**src/rtl/studio2_pkg.sv**
```systemverilog
// Shared constants and the PS/2 scan-code decode for the Studio II keypads.
package studio2_pkg;

    // N-line value of the CPU output cycle that writes the key-select latch
    localparam logic [2:0] KEY_PORT = 3'd2;

    typedef logic [9:0] keymask_t;

    // Index k of each table holds the scan code for digit k
    localparam logic [7:0] KP1_CODES [10] = '{
        8'h45, 8'h16, 8'h1E, 8'h26, 8'h25, 8'h2E, 8'h36, 8'h3D, 8'h3E, 8'h46
    };
    localparam logic [7:0] KP2_CODES [10] = '{
        8'h70, 8'h69, 8'h72, 8'h7A, 8'h6B, 8'h73, 8'h74, 8'h6C, 8'h75, 8'h7D
    };

    typedef struct packed {
        logic       hit;
        logic [3:0] idx;
    } digit_t;

    // Look a scan code up in the table of one pad (pad2=0 -> keypad 1)
    function automatic digit_t decode_digit(input logic [7:0] code, input logic pad2);
        digit_t r;
        r = '0;
        for (int i = 0; i < 10; i++) begin
            if (code == (pad2 ? KP2_CODES[i] : KP1_CODES[i])) begin
                r.hit = 1'b1;
                r.idx = 4'(i);
            end
        end
        return r;
    endfunction

endpackage

```
**src/rtl/studio2_keypad_pad.sv**
```systemverilog
// One 10-key pad: key-down mask with minimum-hold stretching of short taps.
module studio2_keypad_pad
    import studio2_pkg::*;
#(
    parameter logic [19:0] MIN_HOLD = 20'd100000
) (
    input  logic       clk,
    input  logic       reset,
    input  logic       ev_make,
    input  logic       ev_break,
    input  logic [3:0] digit,
    output keymask_t   down
);

    // MIN_HOLD=0 must not wrap the counter; it simply never goes nonzero
    localparam logic [19:0] LOAD = (MIN_HOLD == 20'd0) ? 20'd0 : MIN_HOLD - 20'd1;

    keymask_t    pending;
    keymask_t    down_nx;
    keymask_t    pend_nx;
    keymask_t    bit_k;
    logic [19:0] hold_cnt;
    logic [19:0] cnt_nx;

    // Next-state: break, then hold expiry, then make (a make overrides expiry)
    always_comb begin
        bit_k   = keymask_t'(1) << digit;
        down_nx = down;
        pend_nx = pending;
        cnt_nx  = hold_cnt;
        if (hold_cnt != 20'd0) cnt_nx = hold_cnt - 20'd1;
        if (ev_break) begin
            if (hold_cnt == 20'd0) down_nx = down_nx & ~bit_k;
            else                   pend_nx = pend_nx | bit_k;
        end
        // Counter reaches zero on this edge: deferred releases take effect
        if (hold_cnt == 20'd1 && !ev_make) begin
            down_nx = down_nx & ~pend_nx;
            pend_nx = '0;
        end
        if (ev_make) begin
            down_nx = down_nx | bit_k;
            pend_nx = pend_nx & ~bit_k;
            cnt_nx  = LOAD;
        end
    end

    // State registers
    always_ff @(posedge clk) begin
        if (reset) begin
            down     <= '0;
            pending  <= '0;
            hold_cnt <= '0;
        end else begin
            down     <= down_nx;
            pending  <= pend_nx;
            hold_cnt <= cnt_nx;
        end
    end

endmodule

```
**src/rtl/studio2_keypad.sv**
```systemverilog
// PS/2 to RCA Studio II dual keypad bridge with CPU select latch and EF3/EF4 flags.
module studio2_keypad
    import studio2_pkg::*;
#(
    parameter logic [19:0] MIN_HOLD  = 20'd100000,
    parameter logic [3:0]  SEL_RESET = 4'hF
) (
    input  logic        clk,
    input  logic        reset,
    input  logic [10:0] ps2_key,
    input  logic        io_out,
    input  logic [2:0]  io_n,
    input  logic [7:0]  io_dout,
    output logic        ef3_n,
    output logic        ef4_n,
    output logic [3:0]  key_sel,
    output logic [9:0]  kp1_down,
    output logic [9:0]  kp2_down
);

    logic   tog_prev;
    logic   ev;
    logic   unused_dout_hi;
    digit_t dec1;
    digit_t dec2;
    logic   hit1;
    logic   hit2;

    assign unused_dout_hi = ^io_dout[7:4];

    // A PS/2 event is any change of the toggle strobe; extended codes never decode
    always_comb begin
        ev   = ps2_key[10] ^ tog_prev;
        dec1 = decode_digit(ps2_key[7:0], 1'b0);
        dec2 = decode_digit(ps2_key[7:0], 1'b1);
        hit1 = ev && !ps2_key[8] && dec1.hit;
        hit2 = ev && !ps2_key[8] && dec2.hit;
    end

    studio2_keypad_pad #(.MIN_HOLD(MIN_HOLD)) u_pad1 (
        .clk      (clk),
        .reset    (reset),
        .ev_make  (hit1 && ps2_key[9]),
        .ev_break (hit1 && !ps2_key[9]),
        .digit    (dec1.idx),
        .down     (kp1_down)
    );

    studio2_keypad_pad #(.MIN_HOLD(MIN_HOLD)) u_pad2 (
        .clk      (clk),
        .reset    (reset),
        .ev_make  (hit2 && ps2_key[9]),
        .ev_break (hit2 && !ps2_key[9]),
        .digit    (dec2.idx),
        .down     (kp2_down)
    );

    // Toggle history, select latch and registered active-low flags
    always_ff @(posedge clk) begin
        if (reset) begin
            tog_prev <= ps2_key[10];
            key_sel  <= SEL_RESET;
            ef3_n    <= 1'b1;
            ef4_n    <= 1'b1;
        end else begin
            tog_prev <= ps2_key[10];
            if (io_out && io_n == KEY_PORT) key_sel <= io_dout[3:0];
            ef3_n <= ~(key_sel <= 4'd9 && kp1_down[key_sel]);
            ef4_n <= ~(key_sel <= 4'd9 && kp2_down[key_sel]);
        end
    end

endmodule

```
**config.mk**
```make
export PLATFORM = sky130hd
export DESIGN_NAME = studio2_keypad
export DESIGN_NICKNAME = d
export VERILOG_FILES = /design/src/rtl/studio2_pkg.sv /design/src/rtl/studio2_keypad_pad.sv /design/src/rtl/studio2_keypad.sv
export SDC_FILE = /design/constraint.sdc
export NUM_CORES = 1
export LEC_CHECK = 0
export BUFFER_PORTS_ARGS = -buffer_cell sky130_fd_sc_hd__buf_2
export CAP_MARGIN = 40
export CORE_ASPECT_RATIO = 1.4
export CORE_UTILIZATION = 50
export DETAILED_ROUTE_END_ITERATION = 16
export PLACE_DENSITY = 0.69
export SETUP_SLACK_MARGIN = 0.05
export SLEW_MARGIN = 10
export SYNTH_ARGS = -nofsm -noshare
export SYNTH_HDL_FRONTEND = slang
export SYNTH_SLANG_ARGS = --single-unit
```
**constraint.sdc**
```tcl
create_clock -name clk -period 3 [get_ports clk]
set_clock_uncertainty 0.05 [all_clocks]
set_input_delay 0.6 -clock clk [delete_from_list [all_inputs] [get_ports clk]]
set_output_delay 0.6 -clock clk [all_outputs]
set_load 0.05 [all_outputs]
```
# After elaboration in Yosys (flattened, before gate mapping)
# Cells that the tools add are included.
dict set report word_totals {
  reg_bits 87
  inputBits 25
  out_inout_bits 26
}
dict set report classes {
  n_addsub 2
  order_cmp 2
  n_eq_ne 23
  shifts 2
  mux 44
  bitwise_logic 17
  n_reduce_logical 24
}
# op n
set ops {}
lappend ops {{two-way mux 10 bit} 16}
lappend ops {{two-way mux 5 bit} 20}
lappend ops {{equality test 8 x 7 -> 1 bit, second input constant} 12}
lappend ops {{two-way mux 17 bit} 4}
lappend ops {{bitwise AND 10 bit} 6}
lappend ops {{equality test 8 x 6 -> 1 bit, second input constant} 6}
lappend ops {{equality test 20 x 1 -> 1 bit, second input constant} 2}
lappend ops {{logical NOT 20 bit} 2}
lappend ops {{inverter 10 bit} 4}
lappend ops {{bitwise OR 10 bit} 4}
lappend ops {{nonzero test 20 bit} 2}
lappend ops {{subtractor 20 x 1 -> 20 bit, second input constant} 2}
lappend ops {{left shift 1 x 4 -> 10 bit, first input constant} 2}
lappend ops {{equality test 8 x 5 -> 1 bit, second input constant} 2}
lappend ops {{logical AND 1 bit} 12}
lappend ops {{binary-select mux 1 bit (select 4 bit)} 2}
lappend ops {{< comparator 4 x 5 -> 1 bit, second input constant} 1}
lappend ops {{less-or-equal comparator 4 bit, second input constant} 1}
lappend ops {{logical NOT 1 bit} 4}
lappend ops {{nonzero test 2 bit} 2}
lappend ops {{OR reduction 2 bit} 2}
lappend ops {{equality test 3 x 2 -> 1 bit, second input constant} 1}
lappend ops {{two-way mux 1 bit} 2}
lappend ops {{inverter 1 bit} 2}
lappend ops {{XOR 1 bit} 1}

# Logic depth before layout (Yosys ltp)
dict set report logic_depth {
  ltp_word 20
  mapped_depth 9
  depth_no_buf 7
}

# Hierarchy
# Synthesis repeated with hierarchy kept, for this count alone.
dict set report unflattened {
  cells_unflattened 561
  hier_area_um2 4919.7
}
# module n_inst cells_each area_each_um2 seq_area_each_um2
set modules_own_cells {}
lappend modules_own_cells {studio2_keypad_pad 2 232 2054.5 800.8}
lappend modules_own_cells {studio2_keypad 1 97 810.8 140.1}

# Worst setup path before layout
# OpenSTA, ideal clock, no wires.
dict set report synth_timing {
  path_type {in2reg}
  from {input port ps2_key[0]}
  to {register u_pad1.down[8]}
  setup_ps 117
  t_arrival_ps 2160
  t_required_ps 2833
  setup_slack_ps 673
  stages 9
  path_buffers 3
  path_cell_list {buf_2 > nand3b_1 > o21ai_2 > a2111o_1 > o21ai_1 > buf_2 > buf_4 > nand3_1 > a22o_1}
}
dict set report synth_via {
  elab_chain_len 19
  elab_cells_between_ends 38
  classes_between {10 x eq/ne; 1 x shift; 16 x mux; 6 x bitwise; 5 x reduce/logical}
}
# element line
set synth_rtl {}
lappend synth_rtl {{from (decl)} studio2_keypad.sv:10} ;# input logic [10:0] ps2_key,
lappend synth_rtl {{equality test 8 x 5 -> 1 bit or equality test 8 x 7 -> 1 bit (tied branches)} studio2_pkg.sv:27} ;# if (code == (pad2 ? KP2_CODES[i] : KP1_CODES[i])) begin
lappend synth_rtl {{two-way mux 5 bit (8 in a row)} studio2_pkg.sv:27}
lappend synth_rtl {{two-way mux 5 bit (*)} studio2_pkg.sv:27}
lappend synth_rtl {{left shift 1 x 4 -> 10 bit or two-way mux 5 bit (tied branches)} {studio2_keypad_pad.sv:27, studio2_pkg.sv:27}}
lappend synth_rtl {{inverter 10 bit, or another cell as far along} studio2_keypad_pad.sv:33} ;# if (hold_cnt == 20'd0) down_nx = down_nx & ~bit_k;
lappend synth_rtl {{bitwise AND 10 bit, or another cell as far along} studio2_keypad_pad.sv:33}
lappend synth_rtl {{two-way mux 10 bit (on tied branches)} {studio2_keypad_pad.sv:33, studio2_keypad_pad.sv:32}}
lappend synth_rtl {{two-way mux 10 bit or inverter 10 bit (tied branches)} {studio2_keypad_pad.sv:32, studio2_keypad_pad.sv:38}}
lappend synth_rtl {{bitwise AND 10 bit} studio2_keypad_pad.sv:38} ;# down_nx = down_nx & ~pend_nx;
lappend synth_rtl {{two-way mux 10 bit} studio2_keypad_pad.sv:37} ;# if (hold_cnt == 20'd1 && !ev_make) begin
lappend synth_rtl {{bitwise OR 10 bit} studio2_keypad_pad.sv:42} ;# down_nx = down_nx | bit_k;
lappend synth_rtl {{two-way mux 10 bit (*)} studio2_keypad_pad.sv:41} ;# if (ev_make) begin
lappend synth_rtl {{to (signal assigned)} studio2_keypad_pad.sv:55} ;# down <= down_nx;
lappend synth_rtl {{to (decl)} studio2_keypad_pad.sv:12} ;# output keymask_t down
# Mark *: on every way between the ends. The rest lies on a longest branch, timed or not.
# A chain may end at the register's enable or synchronous reset.

# Worst setup path after layout
dict set report layout_timing {
  from {register u_pad2.hold_cnt[2]}
  to {register u_pad2.pending[9]}
}
dict set report layout_via {
  elab_chain_len 6
  elab_cells_between_ends 8
  classes_between {1 x eq/ne; 4 x mux; 1 x bitwise; 2 x reduce/logical}
}
# element line
set layout_rtl {}
lappend layout_rtl {{from (decl)} studio2_keypad_pad.sv:22} ;# logic [19:0] hold_cnt;
lappend layout_rtl {{from (signal assigned)} studio2_keypad_pad.sv:57} ;# hold_cnt <= cnt_nx;
lappend layout_rtl {{logical NOT 20 bit} studio2_keypad_pad.sv:33}
lappend layout_rtl {{two-way mux 10 bit} studio2_keypad_pad.sv:33}
lappend layout_rtl {{two-way mux 10 bit} studio2_keypad_pad.sv:32} ;# if (ev_break) begin
lappend layout_rtl {{two-way mux 10 bit (*)} studio2_keypad_pad.sv:37}
lappend layout_rtl {{bitwise AND 10 bit} studio2_keypad_pad.sv:43} ;# pend_nx = pend_nx & ~bit_k;
lappend layout_rtl {{two-way mux 10 bit (*)} studio2_keypad_pad.sv:41}
lappend layout_rtl {{to (signal assigned)} studio2_keypad_pad.sv:56} ;# pending <= pend_nx;
lappend layout_rtl {{to (decl)} studio2_keypad_pad.sv:18} ;# keymask_t pending;
# Marked as above.

==> metrics.txt <==
Pwr per Cell Area=895 mW/mm2; asr flop ratio synth=0; Die Ht=114 um; syn avg cell area=8.68 um2; Worst Hold End=tog_prev; Highest Clock Rate=391 MHz; WHS Path Cells=1; CTS buffer count=9; Final min period=2560 ps; Vias per Instance=5.94; Setup Total Neg Slack=0 ps; vias in the first global route=3878; cell family with most CP delay=simple AND/OR/NAND/NOR gates; # Max-Cap Violations=0; Final setup viols=0; largest net degree at the start of global routing=24; Max-slew headroom=0.523; WP buf/inv=0; critical path endpoint category=flop; clk sinks=87; Post-synth EDFFs=0; Hold Startpoint=ps2_key[10]; Max clock buf depth=2; CP max FO=10; Initial Utilization=0.522; Lkg Pwr=2.01 nW; Post-Synth Simple-Gate Area=0.243; syn nets=549; Critical Path RT=3160 ps; Final HPWL DP=8130 um; GPL Wtd Cong=0.860; critical path arrival=2720 ps; post-CTS sizing=0; status=finished clean; r2r startpoint=u_pad2.hold_cnt[2]; top_reg_cell synth=dfxtp_1; area delta synth->final=14.6%; drt first pass iters=4; total power=4.63 mW; Synth Register Bits=87; All-Layer GR Usage=0.258; Initial DRC Count=179; Tightest Pin Transition=709 ps; Hold Crit Class=primary input to flop; Final ANT Viol Nets=0; CORE AREA=0.00866 mm2; cell mode on critical path=and2_1; first-pass GRT wire length=18600 um; Port Buf Inserts=46; total number of yosys warnings=0; share of layout cells above drive strength 1=0.171; Mapped Area=0.00452 mm2; mux cell area share after synthesis=0.0490; later-pin clock latency in the skew report=340 ps; slowest cell delay on critical path=500 ps; post-layout net count=598; Setup crit start kind=flop; xor/xnor share of the synthesized area=0.0524; DIE AREA=0.00942 mm2; Post-Synth Adder-Cell Area=0.0111; post-route DRC violation count=0; share of the synthesized area in compound gates (AO/OA/AOI/OAI)=0.223; fin. max-slew vios=0; slowest CP cell=nor4_1; most frequent cells in the layout=87 x dfxtp_1, 53 x nor2_1, 46 x a21oi_1, 46 x buf_2, 39 x nand2_1; post-synthesis sequential area ratio=0.386; VDD IR max=737 uV; DR WL/cell=16.4 um; Hold Buf Count CTS=0; Distinct cells, synth=69; R2R depth=6; TritonCTS clock tree=yes; io pins=51; cells after synthesis=520; die width=82.3 um; main combinational cell family by area after synthesis=simple AND/OR/NAND/NOR gates; Post-Route WL=11100 um; row count=40; # diodes=0; initial antenna violation count=0; crit-path cells=nor4_1 -> and2_1 -> and3_1 -> and2_1 -> or2_1 -> a211oi_1; vias=4024; CTS root buf=clkbuf_16; Worst R2R Setup Slack=440 ps; post-CTS setup buffer count=0; clock slew at reported path FFs=60 ps; RR Endpoint=u_pad2.pending[9]; Worst Setup Path Type=flop to flop; number of H-tree levels=3; Final Hold Vio Count=0; commonest non-fill, non-tap cell in the layout=dfxtp_1; unrepaired setup endpoints after global routing=no; grt total ovfl=0; period utilization=0.853
flip-flops by register name, indices dropped and copies added, names as in the netlist:
name	cells
u_pad1.pending	10
u_pad2.hold_cnt	20
key_sel	4
u_pad1.hold_cnt	20
u_pad2.down	10
ef4_n	1
u_pad2.pending	10
tog_prev	1
u_pad1.down	10
ef3_n	1
routing by layer:
| metal | global-route usage | share of wire |
|---|---|---|
| met3 | 0.0534 | 0.035 |
| met1 | 0.316 | 0.43 |
| met4 | 0.123 | 0.029 |
| met2 | 0.423 | 0.50 |
| met5 | 0 | 0 |
logic make-up after synthesis:
family          count (synthesis)
simple gates                  206
compound gates                142
flops                          87
buf+inv                        37
xor+xnor                       27
mux                            17
fa+ha+maj                       4
through the flow:
stage	util	setup slack (ps)	std cells	area, um2	hold slack, ps
after floorplan	-	673	520	4520	417
after global placement	0.563	450	663	4880	427
after detailed placement	0.563	373	663	4880	438
after CTS	0.598	448	678	5180	356
after global routing	0.598	217	678	5180	356
final	0.598	442	678	5180	359
worst max path at each step:
stage	from	to	slack (ps)	cells past startpoint
6_report	u_pad2.hold_cnt[2]	u_pad2.pending[9]	440	6
5_1_grt	u_pad2.hold_cnt[2]	u_pad2.pending[9]	220	6
4_1_cts	u_pad2.hold_cnt[2]	u_pad2.pending[9]	450	6
3_5_place_dp	ps2_key[4]	u_pad1.pending[2]	370	7
3_3_place_gp	ps2_key[4]	u_pad1.pending[2]	450	6
2_1_floorplan	ps2_key[0]	u_pad1.down[8]	670	9
synthesized netlist by cell type (4+ instances only):
cell,number,share of area
and2_1,5,0.0069
nor2_1,53,0.044
xor2_1,13,0.025
nand3_1,21,0.023
nor2b_1,9,0.012
and3_1,9,0.012
a22o_1,9,0.017
inv_1,14,0.012
buf_2,8,0.0089
dfxtp_1,87,0.39
o21ai_0,13,0.014
nor4_1,10,0.014
a21o_1,10,0.017
a21oi_1,46,0.051
nor3_1,17,0.019
mux4_2,4,0.020
mux2i_1,12,0.027
a2111oi_0,4,0.0078
a31oi_1,11,0.015
ha_1,4,0.011
nand4_1,4,0.0055
a211oi_2,5,0.014
a211oi_1,15,0.025
clkbuf_1,11,0.0091
nand2_1,39,0.032
xnor2_1,14,0.027
nand2b_1,8,0.011
power breakdown:
part / internal [mW] / switching [mW] / total, mW
clock network: 0.681 / 0.440 / 1.12
registers: 1.36 / 0.192 / 1.56
logic: 0.757 / 1.20 / 1.96
area by class of cell:
class                      count  area [um2]
clock buffer                  11         253
clock inverter                 4        45.0
fill                         787        3480
inverter                      15        56.3
multi-input combinational    396        2610
sequential                    87        1740
tap                          105         131
timing repair buffer          60         335
Note: power is estimated with default switching activity, not from simulation.
